File: src/rtl/conv3x3_stream.sv
// conv3x3_stream: streaming 3x3 valid convolution over an IN_WIDTH x IN_HEIGHT
// frame. Two line buffers and a 3x3 shift window build the neighbourhood of
// each accepted pixel. A two-stage datapath (multiply, then adder tree) gives a
// fixed latency of 2 cycles from the accepting cycle to result_valid.
module conv3x3_stream #(
    parameter int unsigned IN_WIDTH  = 34,
    parameter int unsigned IN_HEIGHT = 34,
    parameter int unsigned PIX_W     = 8,
    parameter int unsigned ACC_W     = 22
) (
    input  logic                    clk,
    input  logic                    rst,
    input  logic                    start_signal,
    input  logic                    weight_valid,
    input  logic signed [PIX_W-1:0] weight_in,
    input  logic                    pixel_valid,
    input  logic signed [PIX_W-1:0] pixel_in,
    output logic signed [ACC_W-1:0] result_out,
    output logic                    result_valid,
    output logic                    done_signal,
    output logic                    busy
);

    localparam int unsigned PROD_W = 2 * PIX_W;
    localparam int unsigned COL_W  = (IN_WIDTH  > 1) ? $clog2(IN_WIDTH)  : 1;
    localparam int unsigned ROW_W  = (IN_HEIGHT > 1) ? $clog2(IN_HEIGHT) : 1;
    localparam int unsigned NTAP   = 9;
    localparam int unsigned WIDX_W = 4;

    localparam logic [1:0] S_IDLE   = 2'd0;
    localparam logic [1:0] S_STREAM = 2'd1;
    localparam logic [1:0] S_DRAIN  = 2'd2;
    localparam logic [1:0] S_DONE   = 2'd3;

    // Control state
    logic [1:0]         state_q, state_d;
    logic [WIDX_W-1:0]  w_idx_q, w_idx_d;
    logic [COL_W-1:0]   col_q, col_d;
    logic [ROW_W-1:0]   row_q, row_d;

    // Kernel, line buffers and window (window index = row*3 + col, row 0 oldest)
    logic signed [PIX_W-1:0]  kern_q   [NTAP];
    logic signed [PIX_W-1:0]  lb_top_q [IN_WIDTH];
    logic signed [PIX_W-1:0]  lb_mid_q [IN_WIDTH];
    logic signed [PIX_W-1:0]  win_q    [NTAP];
    logic signed [PIX_W-1:0]  win_d    [NTAP];

    // Pipeline
    logic signed [PROD_W-1:0] prod_d   [NTAP];
    logic signed [PROD_W-1:0] prod_q   [NTAP];
    logic                     p1_valid_q;
    logic signed [ACC_W-1:0]  sum_c;
    logic signed [ACC_W-1:0]  result_q;
    logic                     result_valid_q;
    logic                     done_q;
    logic                     busy_q;

    // Strobes
    logic start_c;
    logic wr_weight_c;
    logic accept_c;
    logic col_last_c;
    logic row_last_c;
    logic win_ok_c;

    // Qualified control strobes; inputs outside their legal state are dropped here
    always_comb begin
        start_c     = (state_q == S_IDLE) && start_signal;
        wr_weight_c = (state_q == S_IDLE) && weight_valid;
        accept_c    = (state_q == S_STREAM) && pixel_valid;
        col_last_c  = (col_q == COL_W'(IN_WIDTH - 1));
        row_last_c  = (row_q == ROW_W'(IN_HEIGHT - 1));
        win_ok_c    = accept_c && (row_q >= ROW_W'(2)) && (col_q >= COL_W'(2));
    end

    // Next-state logic for FSM, weight index and raster counters
    always_comb begin
        state_d = state_q;
        w_idx_d = w_idx_q;
        col_d   = col_q;
        row_d   = row_q;
        case (state_q)
            S_IDLE: begin
                if (weight_valid) begin
                    w_idx_d = (w_idx_q == WIDX_W'(NTAP - 1)) ? '0 : w_idx_q + WIDX_W'(1);
                end
                if (start_signal) begin
                    w_idx_d = '0;
                    col_d   = '0;
                    row_d   = '0;
                    state_d = S_STREAM;
                end
            end
            S_STREAM: begin
                if (pixel_valid) begin
                    if (col_last_c) begin
                        col_d = '0;
                        row_d = row_q + ROW_W'(1);
                    end else begin
                        col_d = col_q + COL_W'(1);
                    end
                    if (col_last_c && row_last_c) begin
                        state_d = S_DRAIN;
                    end
                end
            end
            S_DRAIN: begin
                // Final product already moved to the adder stage: last result is out now
                if (!p1_valid_q) begin
                    state_d = S_DONE;
                end
            end
            S_DONE: begin
                state_d = S_IDLE;
            end
            default: begin
                state_d = S_IDLE;
            end
        endcase
    end

    // FSM state, weight index and raster counters
    always_ff @(posedge clk or negedge rst) begin
        if (!rst) begin
            state_q <= S_IDLE;
            w_idx_q <= '0;
            col_q   <= '0;
            row_q   <= '0;
        end else begin
            state_q <= state_d;
            w_idx_q <= w_idx_d;
            col_q   <= col_d;
            row_q   <= row_d;
        end
    end

    // Kernel coefficient storage, loaded in raster order while idle
    always_ff @(posedge clk or negedge rst) begin
        if (!rst) begin
            for (int k = 0; k < NTAP; k++) begin
                kern_q[k] <= '0;
            end
        end else if (wr_weight_c) begin
            kern_q[w_idx_q] <= weight_in;
        end
    end

    // Window after shifting in the new column {row r-2, row r-1, row r}
    always_comb begin
        for (int i = 0; i < 3; i++) begin
            win_d[i*3 + 0] = win_q[i*3 + 1];
            win_d[i*3 + 1] = win_q[i*3 + 2];
        end
        win_d[2] = lb_top_q[col_q];
        win_d[5] = lb_mid_q[col_q];
        win_d[8] = pixel_in;
    end

    // Line buffers and window advance only on accepted pixels
    always_ff @(posedge clk or negedge rst) begin
        if (!rst) begin
            for (int x = 0; x < IN_WIDTH; x++) begin
                lb_top_q[x] <= '0;
                lb_mid_q[x] <= '0;
            end
            for (int k = 0; k < NTAP; k++) begin
                win_q[k] <= '0;
            end
        end else if (start_c) begin
            for (int x = 0; x < IN_WIDTH; x++) begin
                lb_top_q[x] <= '0;
                lb_mid_q[x] <= '0;
            end
            for (int k = 0; k < NTAP; k++) begin
                win_q[k] <= '0;
            end
        end else if (accept_c) begin
            lb_top_q[col_q] <= lb_mid_q[col_q];
            lb_mid_q[col_q] <= pixel_in;
            for (int k = 0; k < NTAP; k++) begin
                win_q[k] <= win_d[k];
            end
        end
    end

    // Stage 1 products: full-width signed multiply of kernel by the new window
    always_comb begin
        for (int k = 0; k < NTAP; k++) begin
            prod_d[k] = PROD_W'(kern_q[k]) * PROD_W'(win_d[k]);
        end
    end

    // Stage 1 register: products captured only for complete windows
    always_ff @(posedge clk or negedge rst) begin
        if (!rst) begin
            p1_valid_q <= 1'b0;
            for (int k = 0; k < NTAP; k++) begin
                prod_q[k] <= '0;
            end
        end else begin
            p1_valid_q <= win_ok_c;
            if (win_ok_c) begin
                for (int k = 0; k < NTAP; k++) begin
                    prod_q[k] <= prod_d[k];
                end
            end
        end
    end

    // Stage 2 adder tree over sign-extended products; range fits without saturation
    always_comb begin
        sum_c = ((ACC_W'(prod_q[0]) + ACC_W'(prod_q[1]))
              +  (ACC_W'(prod_q[2]) + ACC_W'(prod_q[3])))
              + ((ACC_W'(prod_q[4]) + ACC_W'(prod_q[5]))
              +  (ACC_W'(prod_q[6]) + ACC_W'(prod_q[7])))
              +   ACC_W'(prod_q[8]);
    end

    // Stage 2 register: result holds its value while not valid
    always_ff @(posedge clk or negedge rst) begin
        if (!rst) begin
            result_q       <= '0;
            result_valid_q <= 1'b0;
        end else begin
            result_valid_q <= p1_valid_q;
            if (p1_valid_q) begin
                result_q <= sum_c;
            end
        end
    end

    // Status flags registered from the next state so they align with the state
    always_ff @(posedge clk or negedge rst) begin
        if (!rst) begin
            busy_q <= 1'b0;
            done_q <= 1'b0;
        end else begin
            busy_q <= (state_d != S_IDLE);
            done_q <= (state_d == S_DONE);
        end
    end

    assign result_out   = result_q;
    assign result_valid = result_valid_q;
    assign done_signal  = done_q;
    assign busy         = busy_q;

endmodule

File: config.mk
export PLATFORM = sky130hd
export DESIGN_NAME = conv3x3_stream
export DESIGN_NICKNAME = d
export VERILOG_FILES = /design/src/rtl/conv3x3_stream.sv
export SDC_FILE = /design/constraint.sdc
export NUM_CORES = 2
export LEC_CHECK = 0
export ABC_AREA = 1
export CAP_MARGIN = 20
export CORE_UTILIZATION = 67
export CTS_CLUSTER_SIZE = 14
export DETAILED_ROUTE_END_ITERATION = 6
export PLACE_DENSITY = 0.84
export SLEW_MARGIN = 20
export SYNTH_ARGS = -nofsm -noshare
export SYNTH_HDL_FRONTEND = slang
export SYNTH_SLANG_ARGS = --single-unit
File: constraint.sdc
create_clock -name clk -period 9.69 [get_ports clk]
set_input_delay 1.938 -clock clk [delete_from_list [all_inputs] [get_ports clk]]
set_output_delay 1.938 -clock clk [all_outputs]
set_load 0.02 [all_outputs]
==> impl_metrics.prom <==
# TYPE chip_impl_metric gauge
chip_impl_metric{name="grt_first_pass_wirelength",unit="mm"} 301.3
chip_impl_metric{name="seq_area_frac_synth",unit="%"} 32.63
chip_impl_info{name="status",value="complete, but fails checks"} 1
chip_impl_metric{name="crit_path_max_fo",unit=""} 113
chip_impl_metric{name="horizontal_extent_of_the_die",unit="um"} 313.9
chip_impl_info{name="rsz_0062_raised_after_global_routing",value="false"} 1
chip_impl_metric{name="total_power",unit="mW"} 21.12
chip_impl_metric{name="clock_sink_count",unit=""} 850
chip_impl_metric{name="post_route_cells_drive_above_1_share",unit="%"} 4.961
chip_impl_metric{name="yosysWarnings",unit=""} 0
chip_impl_metric{name="vertical_die_dimension",unit="um"} 313.9
chip_impl_metric{name="finalNetCount",unit=""} 8952
chip_impl_metric{name="wl_per_cell",unit="um"} 20.16
chip_impl_metric{name="power.density_cell_area",unit="mW/mm2"} 306.4
chip_impl_info{name="hold_path.class",value="reg -> reg"} 1
chip_impl_metric{name="placedInstanceArea",unit="mm2"} 0.06574
chip_impl_metric{name="syn-num-nets",unit=""} 9154
chip_impl_metric{name="clk_pin_slew",unit="ps"} 70
chip_impl_metric{name="yosys_register_bits",unit=""} 850
chip_impl_metric{name="min_cycle_time_layout",unit="ps"} 7350
chip_impl_metric{name="insertion_delay",unit="ps"} 710
chip_impl_info{name="cts_root_buffer",value="sky130_fd_sc_hd__clkbuf_16"} 1
chip_impl_metric{name="synth_edf_count",unit=""} 0
chip_impl_metric{name="synth.area.mux_share",unit="%"} 0
chip_impl_metric{name="htree_num_levels",unit=""} 3
chip_impl_metric{name="drv_cap",unit=""} 0
chip_impl_metric{name="synth-xor-area-share",unit="%"} 1.357
chip_impl_metric{name="cts_made_buffers",unit=""} 93
chip_impl_metric{name="syn_to_final_growth",unit="%"} 5.746
chip_impl_metric{name="vdd.ir_drop.worst",unit="mV"} 0.6556
chip_impl_metric{name="cts_hold_repair.buffers",unit=""} 0
chip_impl_info{name="reg2reg_from",value="col_q[0]"} 1
chip_impl_metric{name="syn-mean-instance-area",unit="um2"} 7.919
chip_impl_info{name="critPathLaunchType",value="register"} 1
chip_impl_metric{name="postSynthCellCount",unit=""} 8232
chip_impl_metric{name="io_pins",unit=""} 46
chip_impl_metric{name="route.vias.total",unit=""} 54630
chip_impl_info{name="ys_dominant_reg_cell",value="sky130_fd_sc_hd__dfrtp_1"} 1
chip_impl_metric{name="register_to_register_path_setup_slack",unit="ps"} 2340
chip_impl_info{name="clock_tree_from_tritoncts",value="built"} 1
chip_impl_info{name="dominant_combinational_cell_family_by_area_after_synthesis",value="adder cells"} 1
chip_impl_metric{name="whs_path_depth",unit=""} 2
chip_impl_metric{name="synthDistinctLibCells",unit=""} 50
chip_impl_metric{name="grt.overflow.total",unit=""} 0
chip_impl_metric{name="place_ws",unit="ps"} 2560
chip_impl_metric{name="maximum_number_of_pins_on_one_net_before_global_route_repair",unit=""} 160
chip_impl_metric{name="setup_viol",unit=""} 0
chip_impl_metric{name="drt.antenna.violating_nets",unit=""} 0
chip_impl_metric{name="worst_clock_skew",unit="ps"} 61.44
chip_impl_metric{name="portBuffers",unit=""} 45
chip_impl_metric{name="cts_setup_buffers",unit=""} 0
chip_impl_metric{name="cts-root-to-sink-buffers",unit=""} 3
chip_impl_info{name="hp-start",value="result_out[1]"} 1
chip_impl_metric{name="dp.final_hpwl",unit="mm"} 134.9
chip_impl_metric{name="worstPathRequired",unit="ps"} 10280
chip_impl_metric{name="drt_iter0_markers",unit=""} 5991
chip_impl_metric{name="max_slew.worst_pin.slew",unit="ps"} 1139
chip_impl_metric{name="timing.setup.tns",unit="ps"} 0
chip_impl_metric{name="coreArea",unit="mm2"} 0.09657
chip_impl_metric{name="routabilityCongestion",unit=""} 0.9930
chip_impl_metric{name="r2r_cells",unit=""} 24
chip_impl_metric{name="synth-simple-area-share",unit="%"} 24.01
chip_impl_metric{name="antenna_found_initial",unit=""} 5
chip_impl_metric{name="fp-row-count",unit=""} 114
chip_impl_info{name="crit-reg2reg-capture",value="prod_q[60]"} 1
chip_impl_metric{name="number_of_failing_hold_endpoints_at_the_final_stage",unit=""} 0
chip_impl_metric{name="p_leak",unit="nW"} 37.05
chip_impl_metric{name="worst_slew_margin_rel",unit="%"} 23.24
chip_impl_metric{name="first_global_vias",unit=""} 54700
chip_impl_metric{name="synthAdderAreaFrac",unit="%"} 24.32
chip_impl_metric{name="die_area",unit="mm2"} 0.09855
chip_impl_info{name="worst_setup_path_class",value="reg -> reg"} 1
chip_impl_metric{name="initial_core_util",unit="%"} 67.51
chip_impl_metric{name="avgViaCountPerCell",unit=""} 5.823
chip_impl_metric{name="synth-compound-area-share",unit="%"} 7.374
chip_impl_metric{name="post_synth_instance_area",unit="mm2"} 0.06519
chip_impl_metric{name="critPathArrivalTime",unit="ps"} 7940
chip_impl_metric{name="grt_util_overall",unit="%"} 39.37
chip_impl_info{name="violations",value="DRC"} 1
chip_impl_metric{name="remaining_drc_errors",unit=""} 2
chip_impl_info{name="setup.worst_path.end_class",value="register"} 1
chip_impl_metric{name="fmax",unit="GHz"} 0.1361
chip_impl_metric{name="timing.final.max_slew_violations",unit=""} 0
chip_impl_metric{name="async_reset_ff_share",unit="%"} 100.0
chip_impl_metric{name="wirelength",unit="mm"} 189.2
chip_impl_metric{name="final_min_period_over_clock_period",unit="%"} 75.85
chip_impl_info{name="terminating_pin_of_the_worst_hold_path",value="result_out[1]"} 1
chip_impl_metric{name="timing.final.ws_setup",unit="ps"} 2340
chip_impl_metric{name="drt-pass1-iter-count",unit=""} 7
chip_impl_metric{name="post_cts_resized",unit=""} 0
chip_impl_metric{name="stdcell_area",unit="mm2"} 0.06894
-- how the worst max path moves through the flow --
stage                     start    endpoint  slack [ps]  depth (start not counted)
floorplan           pixel_in[2]  prod_q[14]        4080                         17
global placement       col_q[0]  prod_q[60]        2550                         25
finish                 col_q[0]  prod_q[60]        2340                         24
detailed placement     col_q[0]  prod_q[60]        2560                         25
CTS                    col_q[0]  prod_q[60]        2550                         24
global route           col_q[0]  prod_q[60]        1870                         25
-- stage by stage --
step	util [%]	hold WS (ps)	std cells
after detailed placement	68.07	460.1	9210
after floorplan	-	351.9	8232
after global placement	68.07	455.0	9210
after CTS	71.35	474.4	9378
final	71.39	471.6	9382
after global routing	71.38	493.2	9379
-- state kept, by name, indices dropped and copies added, names as in the netlist --
register	cells
kern_q	72
p1_valid_q	1
win_d	48
state_q	2
busy	1
w_idx_q	4
done_signal	1
row_q	6
lb_top_q	272
result_out	20
result_valid	1
prod_q	144
lb_mid_q	272
col_q	6
-- cell families (layout without fill, tap and decap cells) --
| group | Yosys count | in the layout |
|---|---|---|
| simple gates | 3849 | 3849 |
| buf+inv | 1648 | 1519 |
| fa+ha+maj | 901 | 901 |
| compound gates | 883 | 883 |
| flops | 850 | 850 |
| xor+xnor | 101 | 101 |
| other cells | 0 | 3 |
-- where the power goes --
part	internal (mW)	switching, mW	leakage, nW	total, mW
sequential	4.47	0.932	11.5	5.41
clock	2.11	1.57	1.56	3.68
combinational	4.05	7.99	24.0	12.0
-- Yosys cell counts (2+ instances only) --
cell type	instances	share of area, %
sky130_fd_sc_hd__a211o_1	8	0.11
sky130_fd_sc_hd__a21boi_0	3	0.035
sky130_fd_sc_hd__a21o_1	11	0.13
sky130_fd_sc_hd__a21oi_1	141	1.1
sky130_fd_sc_hd__a21oi_2	2	0.027
sky130_fd_sc_hd__a22o_1	7	0.094
sky130_fd_sc_hd__a22oi_1	10	0.12
sky130_fd_sc_hd__a31oi_1	19	0.18
sky130_fd_sc_hd__buf_1	25	0.14
sky130_fd_sc_hd__buf_2	105	0.81
sky130_fd_sc_hd__buf_4	34	0.39
sky130_fd_sc_hd__buf_6	37	0.64
sky130_fd_sc_hd__clkbuf_1	188	1.1
sky130_fd_sc_hd__dfrtp_1	850	33
sky130_fd_sc_hd__fa_1	610	19
sky130_fd_sc_hd__ha_1	291	5.6
sky130_fd_sc_hd__inv_1	1235	7.1
sky130_fd_sc_hd__inv_2	23	0.13
sky130_fd_sc_hd__nand2_1	2993	17
sky130_fd_sc_hd__nand2_2	3	0.029
sky130_fd_sc_hd__nand2_4	6	0.10
sky130_fd_sc_hd__nand3_1	422	3.2
sky130_fd_sc_hd__nand3_2	2	0.031
sky130_fd_sc_hd__nand3_4	3	0.081
sky130_fd_sc_hd__nand3b_1	7	0.081
sky130_fd_sc_hd__nand4_1	31	0.30
sky130_fd_sc_hd__nor2_1	248	1.4
sky130_fd_sc_hd__nor2_2	30	0.29
sky130_fd_sc_hd__nor2_4	23	0.40
sky130_fd_sc_hd__nor3_1	11	0.084
sky130_fd_sc_hd__o2111ai_1	3	0.040
sky130_fd_sc_hd__o21ai_0	506	3.9
sky130_fd_sc_hd__o21ai_1	63	0.48
sky130_fd_sc_hd__o21ai_2	25	0.34
sky130_fd_sc_hd__o21bai_1	6	0.069
sky130_fd_sc_hd__o22ai_1	62	0.59
sky130_fd_sc_hd__o31ai_1	14	0.16
sky130_fd_sc_hd__or2_2	64	0.61
sky130_fd_sc_hd__xnor2_1	55	0.74
sky130_fd_sc_hd__xor2_1	46	0.62
-- per-layer routing --
| metal | GRT usage (%) | vias up | part of all wire, % | routed length, um |
|---|---|---|---|---|
| met4 | 22.88 | 4 | 6.9 | 13110 |
| met2 | 62.92 | 2712 | 46 | 87230 |
| met1 | 50.63 | 26530 | 38 | 71760 |
| li1 | - | 24730 | - | - |
| met5 | 0 | - | 0.012 | 23 |
| met3 | 7.270 | 663 | 9.0 | 17030 |
-- cell type report --
class	instances	area (um2)
flip-flops and latches	850	21280
well taps	1276	1597
multi-input cells	5734	37260
clock buffers	123	2621
clock inverters	45	541.8
fillers	7456	27630
repair buffers	92	894.6
diodes	3	7.507
inverters	1259	4741
-- layout by cell type (no fill, tap or decap), drive strengths merged, types with 8 or more instances in the layout --
| cell | count |
|---|---|
| xor2 | 46 |
| nor3 | 13 |
| xnor2 | 55 |
| inv | 1263 |
| nand2 | 3002 |
| nand3 | 427 |
| nand4 | 31 |
| o22ai | 62 |
| dfrtp | 850 |
| buf | 48 |
| clkinv | 30 |
| clkbuf | 123 |
| a22oi | 10 |
| clkdlybuf4s50 | 44 |
| a21o | 11 |
| a31oi | 19 |
| ha | 291 |
| a211o | 8 |
| fa | 610 |
| a21oi | 143 |
| nor2 | 302 |
| or2 | 64 |
| o31ai | 14 |
| o21ai | 594 |
-- worst max-delay path, stage by stage, from the launching register on --
cell and delay (ps):
sky130_fd_sc_hd__dfrtp_4 950, sky130_fd_sc_hd__inv_6 430, sky130_fd_sc_hd__buf_12 390, sky130_fd_sc_hd__nor2_4 450
sky130_fd_sc_hd__inv_2 210, sky130_fd_sc_hd__o21ai_0 250, sky130_fd_sc_hd__a21oi_1 80, sky130_fd_sc_hd__nand2_2 100
sky130_fd_sc_hd__buf_4 580, sky130_fd_sc_hd__nand2_1 170, sky130_fd_sc_hd__fa_1 580, sky130_fd_sc_hd__inv_1 60
sky130_fd_sc_hd__fa_1 490, sky130_fd_sc_hd__fa_1 490, sky130_fd_sc_hd__inv_1 50, sky130_fd_sc_hd__fa_1 470
sky130_fd_sc_hd__inv_1 40, sky130_fd_sc_hd__ha_1 350, sky130_fd_sc_hd__nand2_1 100, sky130_fd_sc_hd__o21ai_0 270
sky130_fd_sc_hd__nor2_1 110, sky130_fd_sc_hd__o21bai_1 220, sky130_fd_sc_hd__nand2_1 80, sky130_fd_sc_hd__nand2_1 60
sky130_fd_sc_hd__o21ai_0 70
No activity file was read; power rests on OpenSTA's default activity.
